==> src/rtl/matrix_bram_arbiter.sv <==
// -----------------------------------------------------------------------------
// matrix_bram_arbiter
//
// Shares one single-port matrix-store BRAM among NUM_REQ clients (scanner,
// reader, input writer, compute engine). Round-robin grant with burst
// ownership, an optional hold limit that preempts a long-running owner when
// someone else is waiting, and per-requester read-valid tracking across the
// BRAM read latency.
//
// Ports:
//   clk, rst            clock (rising edge) and asynchronous active-high reset
//   req[i]              requester i wants the port; held high for its burst
//   req_we[i]           write enable of requester i (used only while owner)
//   req_addr, req_wdata flattened per-requester address / write data
//   gnt                 registered one-hot grant
//   preempt             one-cycle pulse to an owner revoked by the hold limit
//   rvalid              read data valid, one-hot by requester
//   rdata               broadcast read data (straight from bram_rdata)
//   bram_*              BRAM primitive port
//   busy                a grant is held or a read is still in flight
// -----------------------------------------------------------------------------
module matrix_bram_arbiter #(
    parameter int NUM_REQ    = 4,
    parameter int ADDR_WIDTH = 14,
    parameter int DATA_WIDTH = 32,
    parameter int RD_LATENCY = 1,
    parameter int MAX_HOLD   = 0
) (
    input  logic                             clk,
    input  logic                             rst,
    input  logic [NUM_REQ-1:0]               req,
    input  logic [NUM_REQ-1:0]               req_we,
    input  logic [NUM_REQ*ADDR_WIDTH-1:0]    req_addr,
    input  logic [NUM_REQ*DATA_WIDTH-1:0]    req_wdata,
    output logic [NUM_REQ-1:0]               gnt,
    output logic [NUM_REQ-1:0]               preempt,
    output logic [NUM_REQ-1:0]               rvalid,
    output logic [DATA_WIDTH-1:0]            rdata,
    output logic                             bram_en,
    output logic                             bram_we,
    output logic [ADDR_WIDTH-1:0]            bram_addr,
    output logic [DATA_WIDTH-1:0]            bram_wdata,
    input  logic [DATA_WIDTH-1:0]            bram_rdata,
    output logic                             busy
);

    localparam int IDX_W  = $clog2(NUM_REQ);
    localparam int HOLD_W = (MAX_HOLD > 2) ? $clog2(MAX_HOLD) : 1;
    // Last owned-cycle count before the hold limit bites; 0 when unlimited.
    localparam logic [HOLD_W-1:0] HOLD_LAST = HOLD_W'((MAX_HOLD > 0) ? MAX_HOLD - 1 : 0);
    localparam logic [IDX_W-1:0]  LAST_IDX  = IDX_W'(NUM_REQ - 1);
    localparam bit                HOLD_EN   = (MAX_HOLD != 0);

    typedef enum logic [0:0] {
        IDLE  = 1'b0,
        OWNED = 1'b1
    } state_t;

    state_t                 state_q, state_d;
    logic [NUM_REQ-1:0]     gnt_q, gnt_d;
    logic [NUM_REQ-1:0]     preempt_q, preempt_d;
    logic [IDX_W-1:0]       rr_ptr_q, rr_ptr_d;
    logic [HOLD_W-1:0]      hold_cnt_q, hold_cnt_d;
    logic [NUM_REQ-1:0]     tag_q [RD_LATENCY];
    logic [NUM_REQ-1:0]     tag_d [RD_LATENCY];

    // Owner-side datapath
    logic [NUM_REQ*ADDR_WIDTH-1:0] addr_sel;
    logic [NUM_REQ*DATA_WIDTH-1:0] wdata_sel;
    logic [ADDR_WIDTH-1:0]  owner_addr;
    logic [DATA_WIDTH-1:0]  owner_wdata;
    logic                   owner_req;
    logic                   owner_we;
    logic [IDX_W-1:0]       owner_idx;
    logic [IDX_W-1:0]       owner_inc;
    logic                   access;
    logic [NUM_REQ-1:0]     rd_tag;
    logic                   any_tag;

    // Arbitration
    logic [IDX_W-1:0]       arb_base;
    logic [NUM_REQ-1:0]     arb_mask;
    logic                   pick_valid;
    logic [IDX_W-1:0]       pick_idx;
    logic                   other_pending;
    logic                   hold_hit;

    // Zero every non-owner slice so the owner's fields fall out of an OR.
    generate
        for (genvar gi = 0; gi < NUM_REQ; gi++) begin : g_sel
            assign addr_sel[gi*ADDR_WIDTH +: ADDR_WIDTH] =
                gnt_q[gi] ? req_addr[gi*ADDR_WIDTH +: ADDR_WIDTH] : '0;
            assign wdata_sel[gi*DATA_WIDTH +: DATA_WIDTH] =
                gnt_q[gi] ? req_wdata[gi*DATA_WIDTH +: DATA_WIDTH] : '0;
        end
    endgenerate

    always_comb begin
        owner_addr  = '0;
        owner_wdata = '0;
        owner_idx   = '0;
        for (int i = 0; i < NUM_REQ; i++) begin
            owner_addr  = owner_addr | addr_sel[i*ADDR_WIDTH +: ADDR_WIDTH];
            owner_wdata = owner_wdata | wdata_sel[i*DATA_WIDTH +: DATA_WIDTH];
            if (gnt_q[i]) begin
                owner_idx = IDX_W'(i);
            end
        end
        owner_req     = |(req & gnt_q);
        owner_we      = |(req_we & gnt_q);
        owner_inc     = (owner_idx == LAST_IDX) ? '0 : owner_idx + IDX_W'(1);
        other_pending = |(req & ~gnt_q);
        hold_hit      = HOLD_EN && (hold_cnt_q == HOLD_LAST) && other_pending;
    end

    // Round-robin search. While owned, the search starts just past the owner
    // and excludes it, which is what a release or preemption hands over to.
    always_comb begin
        arb_base   = (state_q == OWNED) ? owner_inc : rr_ptr_q;
        arb_mask   = (state_q == OWNED) ? (req & ~gnt_q) : req;
        pick_valid = 1'b0;
        pick_idx   = '0;
        for (int i = 0; i < NUM_REQ; i++) begin
            if (!pick_valid && arb_mask[i] && (IDX_W'(i) >= arb_base)) begin
                pick_valid = 1'b1;
                pick_idx   = IDX_W'(i);
            end
        end
        // Wrap-around pass for indices below the base.
        for (int i = 0; i < NUM_REQ; i++) begin
            if (!pick_valid && arb_mask[i]) begin
                pick_valid = 1'b1;
                pick_idx   = IDX_W'(i);
            end
        end
    end

    // State register
    always_ff @(posedge clk or posedge rst) begin
        if (rst) begin
            state_q    <= IDLE;
            gnt_q      <= '0;
            preempt_q  <= '0;
            rr_ptr_q   <= '0;
            hold_cnt_q <= '0;
            for (int s = 0; s < RD_LATENCY; s++) begin
                tag_q[s] <= '0;
            end
        end else begin
            state_q    <= state_d;
            gnt_q      <= gnt_d;
            preempt_q  <= preempt_d;
            rr_ptr_q   <= rr_ptr_d;
            hold_cnt_q <= hold_cnt_d;
            for (int s = 0; s < RD_LATENCY; s++) begin
                tag_q[s] <= tag_d[s];
            end
        end
    end

    // Next-state logic
    always_comb begin
        state_d    = state_q;
        gnt_d      = gnt_q;
        preempt_d  = '0;
        rr_ptr_d   = rr_ptr_q;
        hold_cnt_d = hold_cnt_q;
        case (state_q)
            IDLE: begin
                if (pick_valid) begin
                    state_d    = OWNED;
                    gnt_d      = NUM_REQ'(1) << pick_idx;
                    hold_cnt_d = '0;
                end
            end
            OWNED: begin
                if (!owner_req || hold_hit) begin
                    // Release or preemption: hand over without an idle cycle
                    // when anyone else is waiting.
                    rr_ptr_d   = owner_inc;
                    hold_cnt_d = '0;
                    preempt_d  = owner_req ? gnt_q : '0;
                    if (pick_valid) begin
                        gnt_d = NUM_REQ'(1) << pick_idx;
                    end else begin
                        gnt_d   = '0;
                        state_d = IDLE;
                    end
                end else if (hold_cnt_q != HOLD_LAST) begin
                    hold_cnt_d = hold_cnt_q + HOLD_W'(1);
                end
            end
            default: begin
                state_d = IDLE;
                gnt_d   = '0;
            end
        endcase
    end

    // Output logic: the port follows the owner combinationally.
    always_comb begin
        access     = (state_q == OWNED) && owner_req;
        bram_en    = access;
        bram_we    = access && owner_we;
        bram_addr  = access ? owner_addr : '0;
        bram_wdata = access ? owner_wdata : '0;
        rd_tag     = (access && !owner_we) ? gnt_q : '0;
    end

    // Read tag shift register: the tag stays with the read even if the
    // requester loses its grant before the data returns.
    always_comb begin
        tag_d[0] = rd_tag;
        for (int s = 1; s < RD_LATENCY; s++) begin
            tag_d[s] = tag_q[s-1];
        end
        any_tag = 1'b0;
        for (int s = 0; s < RD_LATENCY; s++) begin
            any_tag = any_tag | (|tag_q[s]);
        end
    end

    assign gnt     = gnt_q;
    assign preempt = preempt_q;
    assign rvalid  = tag_q[RD_LATENCY-1];
    assign rdata   = bram_rdata;
    assign busy    = (state_q == OWNED) || any_tag;

endmodule

==> config.mk <==
export PLATFORM = sky130hd
export DESIGN_NAME = matrix_bram_arbiter
export DESIGN_NICKNAME = d
export VERILOG_FILES = /design/src/rtl/matrix_bram_arbiter.sv
export SDC_FILE = /design/constraint.sdc
export NUM_CORES = 1
export LEC_CHECK = 0
export CORE_AREA = 2 2 125 127
export DETAILED_ROUTE_END_ITERATION = 10
export DIE_AREA = 0 0 127 129
export PLACE_DENSITY = 0.5
export SLEW_MARGIN = 15
export SYNTH_ARGS = -nofsm -noshare
export SYNTH_HDL_FRONTEND = slang
export SYNTH_SLANG_ARGS = --single-unit
==> constraint.sdc <==
create_clock -name clk -period 2.8 [get_ports clk]
set_clock_uncertainty 0.05 [all_clocks]
set_input_delay 0.56 -clock clk [delete_from_list [all_inputs] [get_ports clk]]
set_output_delay 0.56 -clock clk [all_outputs]
set_load 0.005 [all_outputs]
Word-level counts from Yosys, hierarchy flattened
Cells that the tools add are included.
- word-level logic and storage cells: 92
- input port bits: 226
- output and inout bits: 93
- register bits after elaboration: 11
- shifts and indexed selects: 1
- multiplexer cells: 39
- eq/ne operators: 3
- reductions and logical operators: 28
- add/sub/neg operators: 1
- bitwise operators: 12
- order comparisons: 4
- operator list (kind ; count):
    $mux 32 ; 5
    $or 32x32->32 ; 3
    $mux 14 ; 5
    $or 14x14->14 ; 3
    $mux 2 ; 10
    $mux 4 ; 5
    $logic_and 1x1->1 ; 14
    $and 4x4->4 ; 3
    $mux 1 ; 12
    $reduce_or 4->1 ; 3
    $logic_not 1->1 ; 8
    $pmux 4 s2 ; 1
    $ge 1x2->1 const A ; 2
    $ge 2x2->1 const A ; 2
    $ne 2x2->1 const B ; 2
    $not 4->4 ; 1
    $reduce_and 2->1 ; 2
    $shl 1x2->4 const A ; 1
    $add 2x1->2 const B ; 1
    $eq 2x2->1 const B ; 1
    $not 1->1 ; 2
    $pmux 1 s2 ; 1
    $logic_or 1x1->1 ; 1

Longest topological paths before layout
- word-level depth: 37
- gate-level depth with buffers: 7
- depth with buffers taken out: 5

Least setup slack after synthesis
No wires, ideal clock.
- path type: input -> output
- from: input req[1]
- to: output bram_addr[10]
- data required time: 2.190 ns
- cell stages on the path: 5
- path buffers: 2
- slack: 0.705 ns
- arrival: 1.485 ns
- cells stage by stage: a22o_1 -> o21ai_4 -> buf_2 -> buf_2 -> a21oi_1
- longest elaborated chain between the ends: 4
- ends and longest elaborated chain (item ; RTL line ; RTL):
    from (decl) ; 31 ; input logic [NUM_REQ-1:0] req,
    $and 4x4->4 ; 109 ; owner_req = |(req & gnt_q);
    $reduce_or 4->1 ; 109 ;
    $logic_and 1x1->1 ; 202 ; access = (state_q == OWNED) && owner_req;
    $mux 14 ; 205 ; bram_addr = access ? owner_addr : '0;
    to (decl) ; 41 ; output logic [ADDR_WIDTH-1:0] bram_addr,
Every way passes these cells.

Worst setup path in the final report
- from: input req[2]
- to: output bram_wdata[31]
- longest elaborated chain between the ends: 4
- ends and longest elaborated chain (item ; RTL line ; RTL):
    $and 4x4->4 ; 109 ;
    $reduce_or 4->1 ; 109 ;
    $logic_and 1x1->1 ; 202 ;
    $mux 32 ; 206 ; bram_wdata = access ? owner_wdata : '0;
    to (decl) ; 42 ; output logic [DATA_WIDTH-1:0] bram_wdata,
Every way passes these cells.

==> flow_summary.toml <==
[synthesis]
seq_area_frac_synth = 0.134
async_reset_ff_frac = 1.00
synth_seq_cells = 11
syn_avg_cell_area_um2 = 7.17
synth_warnings = 0
synth_flop_cell = "dfrtp_1"
syn_area_um2 = 2050
synth_edf_count = 0
yosys.cell_types.count = 35
synthCells = 286

[timing]
finalHoldViolCount = 0
fin_crit_ns = 2.72
hold_slack_ns = 0.488
rsz0062_at_grt = "no"
fin_crit_sh = 0.971
finalSetupViolations = 0
drv_slew = 0
fmax_mhz = 368

[pwr]
vdd_drop_max_mv = 0.393
power_uw = 3120
cellPowerDensity_nw_per_um2 = 679
power_leakage_uw = 0.00180

[floorplan]
ios = 319
start_util = 0.137
core-area_um2 = 15000
die_y_um = 129
dieArea_um2 = 16400
die_w_um = 127
num_rows = 45

[clocking]
root_buffer = "clkbuf_16"
clockBufferDepth = 2
cts_sinks = 11
clk_latency_ns = 0.23
cts_setup_buffers = 0
htreeDepth = 1
cts_buffers = 3
clkSlewWorstSetupHoldPaths_ns = 0.04
cts_tree = "yes"

[grt]
grt_max_degree = 53
grt-ovfl-total = 0
grt_pass1_wl_um = 18500
grt_util_met3 = 0.0387
antenna_found_initial = 0
use_met1 = 0.174
grt_use_total = 0.142
grt.busiest_layer = "met2"
grt_use_met2 = 0.260
grt_pass1_vias = 3310

[setup_path]
critPathMaxStageDelay_ns = 0.43
cp-end-kind = "primary output"
crit_type = "input port to primary output"
path_max_fanout = 27
crit_chain = "clkdlybuf4s50_1 > a22o_1 > o21ai_4 > buf_12 > a21oi_1 > dlygate4sd2_1"
critPathTopFamily = "buffers and inverters"
required_ns = 2.19
crit_arrival_ns = 2.11
cp_slowest_cell = "clkdlybuf4s50_1"
path_buf_inv = 3
worstSetupStartpointType = "input port"

[place]
routabilityCongestion = 0.851
dp.cells = 674
port_buffers = 250
hpwl_um = 10000

[outcome]
outcome = "finished, final reports clean"

[route]
wl_per_cell_um = 18.7
drt-initial-drc-count = 172
drt-total-wl_um = 12600
route.detailed.drc = 0
drt_first_pass_iters = 6
vias_per_cell = 4.64
vias = 3145
drtAntennaViolNets = 0

[finish]
areaGrowthSynthToFinish_pct = 124
final_common_cell = "clkdlybuf4s50_1"
fillerInstances = 1632
drive_above_1_share = 0.0633
post-route-util = 0.307
final_cell_mix = "clkdlybuf4s50_1, a22oi_1, a21oi_1"
num-nets-final = 717
diodes = 0
instances_no_fill = 678

[worst_hold_path]
hp-class = "flip-flop to flip-flop"

[run]
drv_cap = 0
## stage by stage
stage               cell area, um2  setup TNS, ns  setup slack, ns
global placement              4570          -3.43           -0.115
floorplan                     2060              0            0.705
global route                  4600              0           0.0305
finish                        4600              0           0.0806
CTS                           4600              0           0.0869
detailed placement            4570          -3.08           -0.125
## registers in the layout (all words and copies together) (netlist names)
name	count
rr_ptr_q	2
rvalid	4
state_q	1
gnt	4
## worst paths after layout
path / startpoint / to / slack [ns] / depth (start not counted)
hold / removal: rr_ptr_q[0] / rr_ptr_q[0] / 0.49 / 2
setup reg to reg: gnt[3] / gnt[2] / 0.85 / 6
setup / recovery: req[2] / bram_wdata[31] / 0.08 / 6
hold reg to reg: rr_ptr_q[0] / rr_ptr_q[0] / 0.49 / 2
min in group asynchronous: rst / rvalid[0] / 0.58 / 2
max in group asynchronous: rst / gnt[3] / 1.81 / 2
## synth_stat cells, drive strengths merged (3+ instances only)
library cell / number / area, um2
clkbuf: 18 / 67.6
and2: 5 / 31.3
nor2b: 4 / 27.5
o21ai: 5 / 36.3
a22oi: 93 / 698
nor2: 6 / 22.5
a22o: 4 / 35.0
a21oi: 51 / 255
inv: 3 / 11.3
o31ai: 3 / 27.5
dfrtp: 11 / 275
nand2: 9 / 33.8
a21bo: 4 / 40.0
buf: 49 / 333
## cell type report
cell class              count  area, um2  area share
inverters                   3       11.3     0.00245
flip-flops and latches     11        280      0.0610
well taps                 188        235      0.0512
clock buffers               4       78.8      0.0172
multi-input cells         208       1380       0.300
repair buffers            264       2610       0.568
## per-layer routing
layer / part of all wire / vias up
met5: 0 / -
met4: 0.0053 / 0
met3: 0.085 / 10
met2: 0.52 / 169
met1: 0.39 / 1481
li1: - / 1485
## tightest hold or removal path: cells and delay by family, from the launching register on
| kind | cells | cell delay, ns |
|---|---|---|
| flops | 1 | 0.38 |
| compound gates | 1 | 0.06 |
| simple gates | 1 | 0.06 |
## power breakdown
group	total [uW]	internal (uW)	switching (uW)
Clock	256	191	65.3
Combinational	2570	1260	1320
Sequential	290	219	71.5
## cell families (layout without fill, tap and decap cells)
group                  count (synthesis)  after routing  share of synthesized area
AO/OA/AOI/OAI                        172            172                      0.582
AND/OR/NAND/NOR                       32             32                     0.0817
flip-flops                            11             11                      0.134
other                                  1              4                    0.00183
buffers and inverters                 70            271                      0.201
## timing repair
item | CTS | global route
hold buffers | 0 | 0
endpoints found under the setup margin | 48 | 0
resized for setup | 49 | 0
Power figures use the tool's default switching activity.
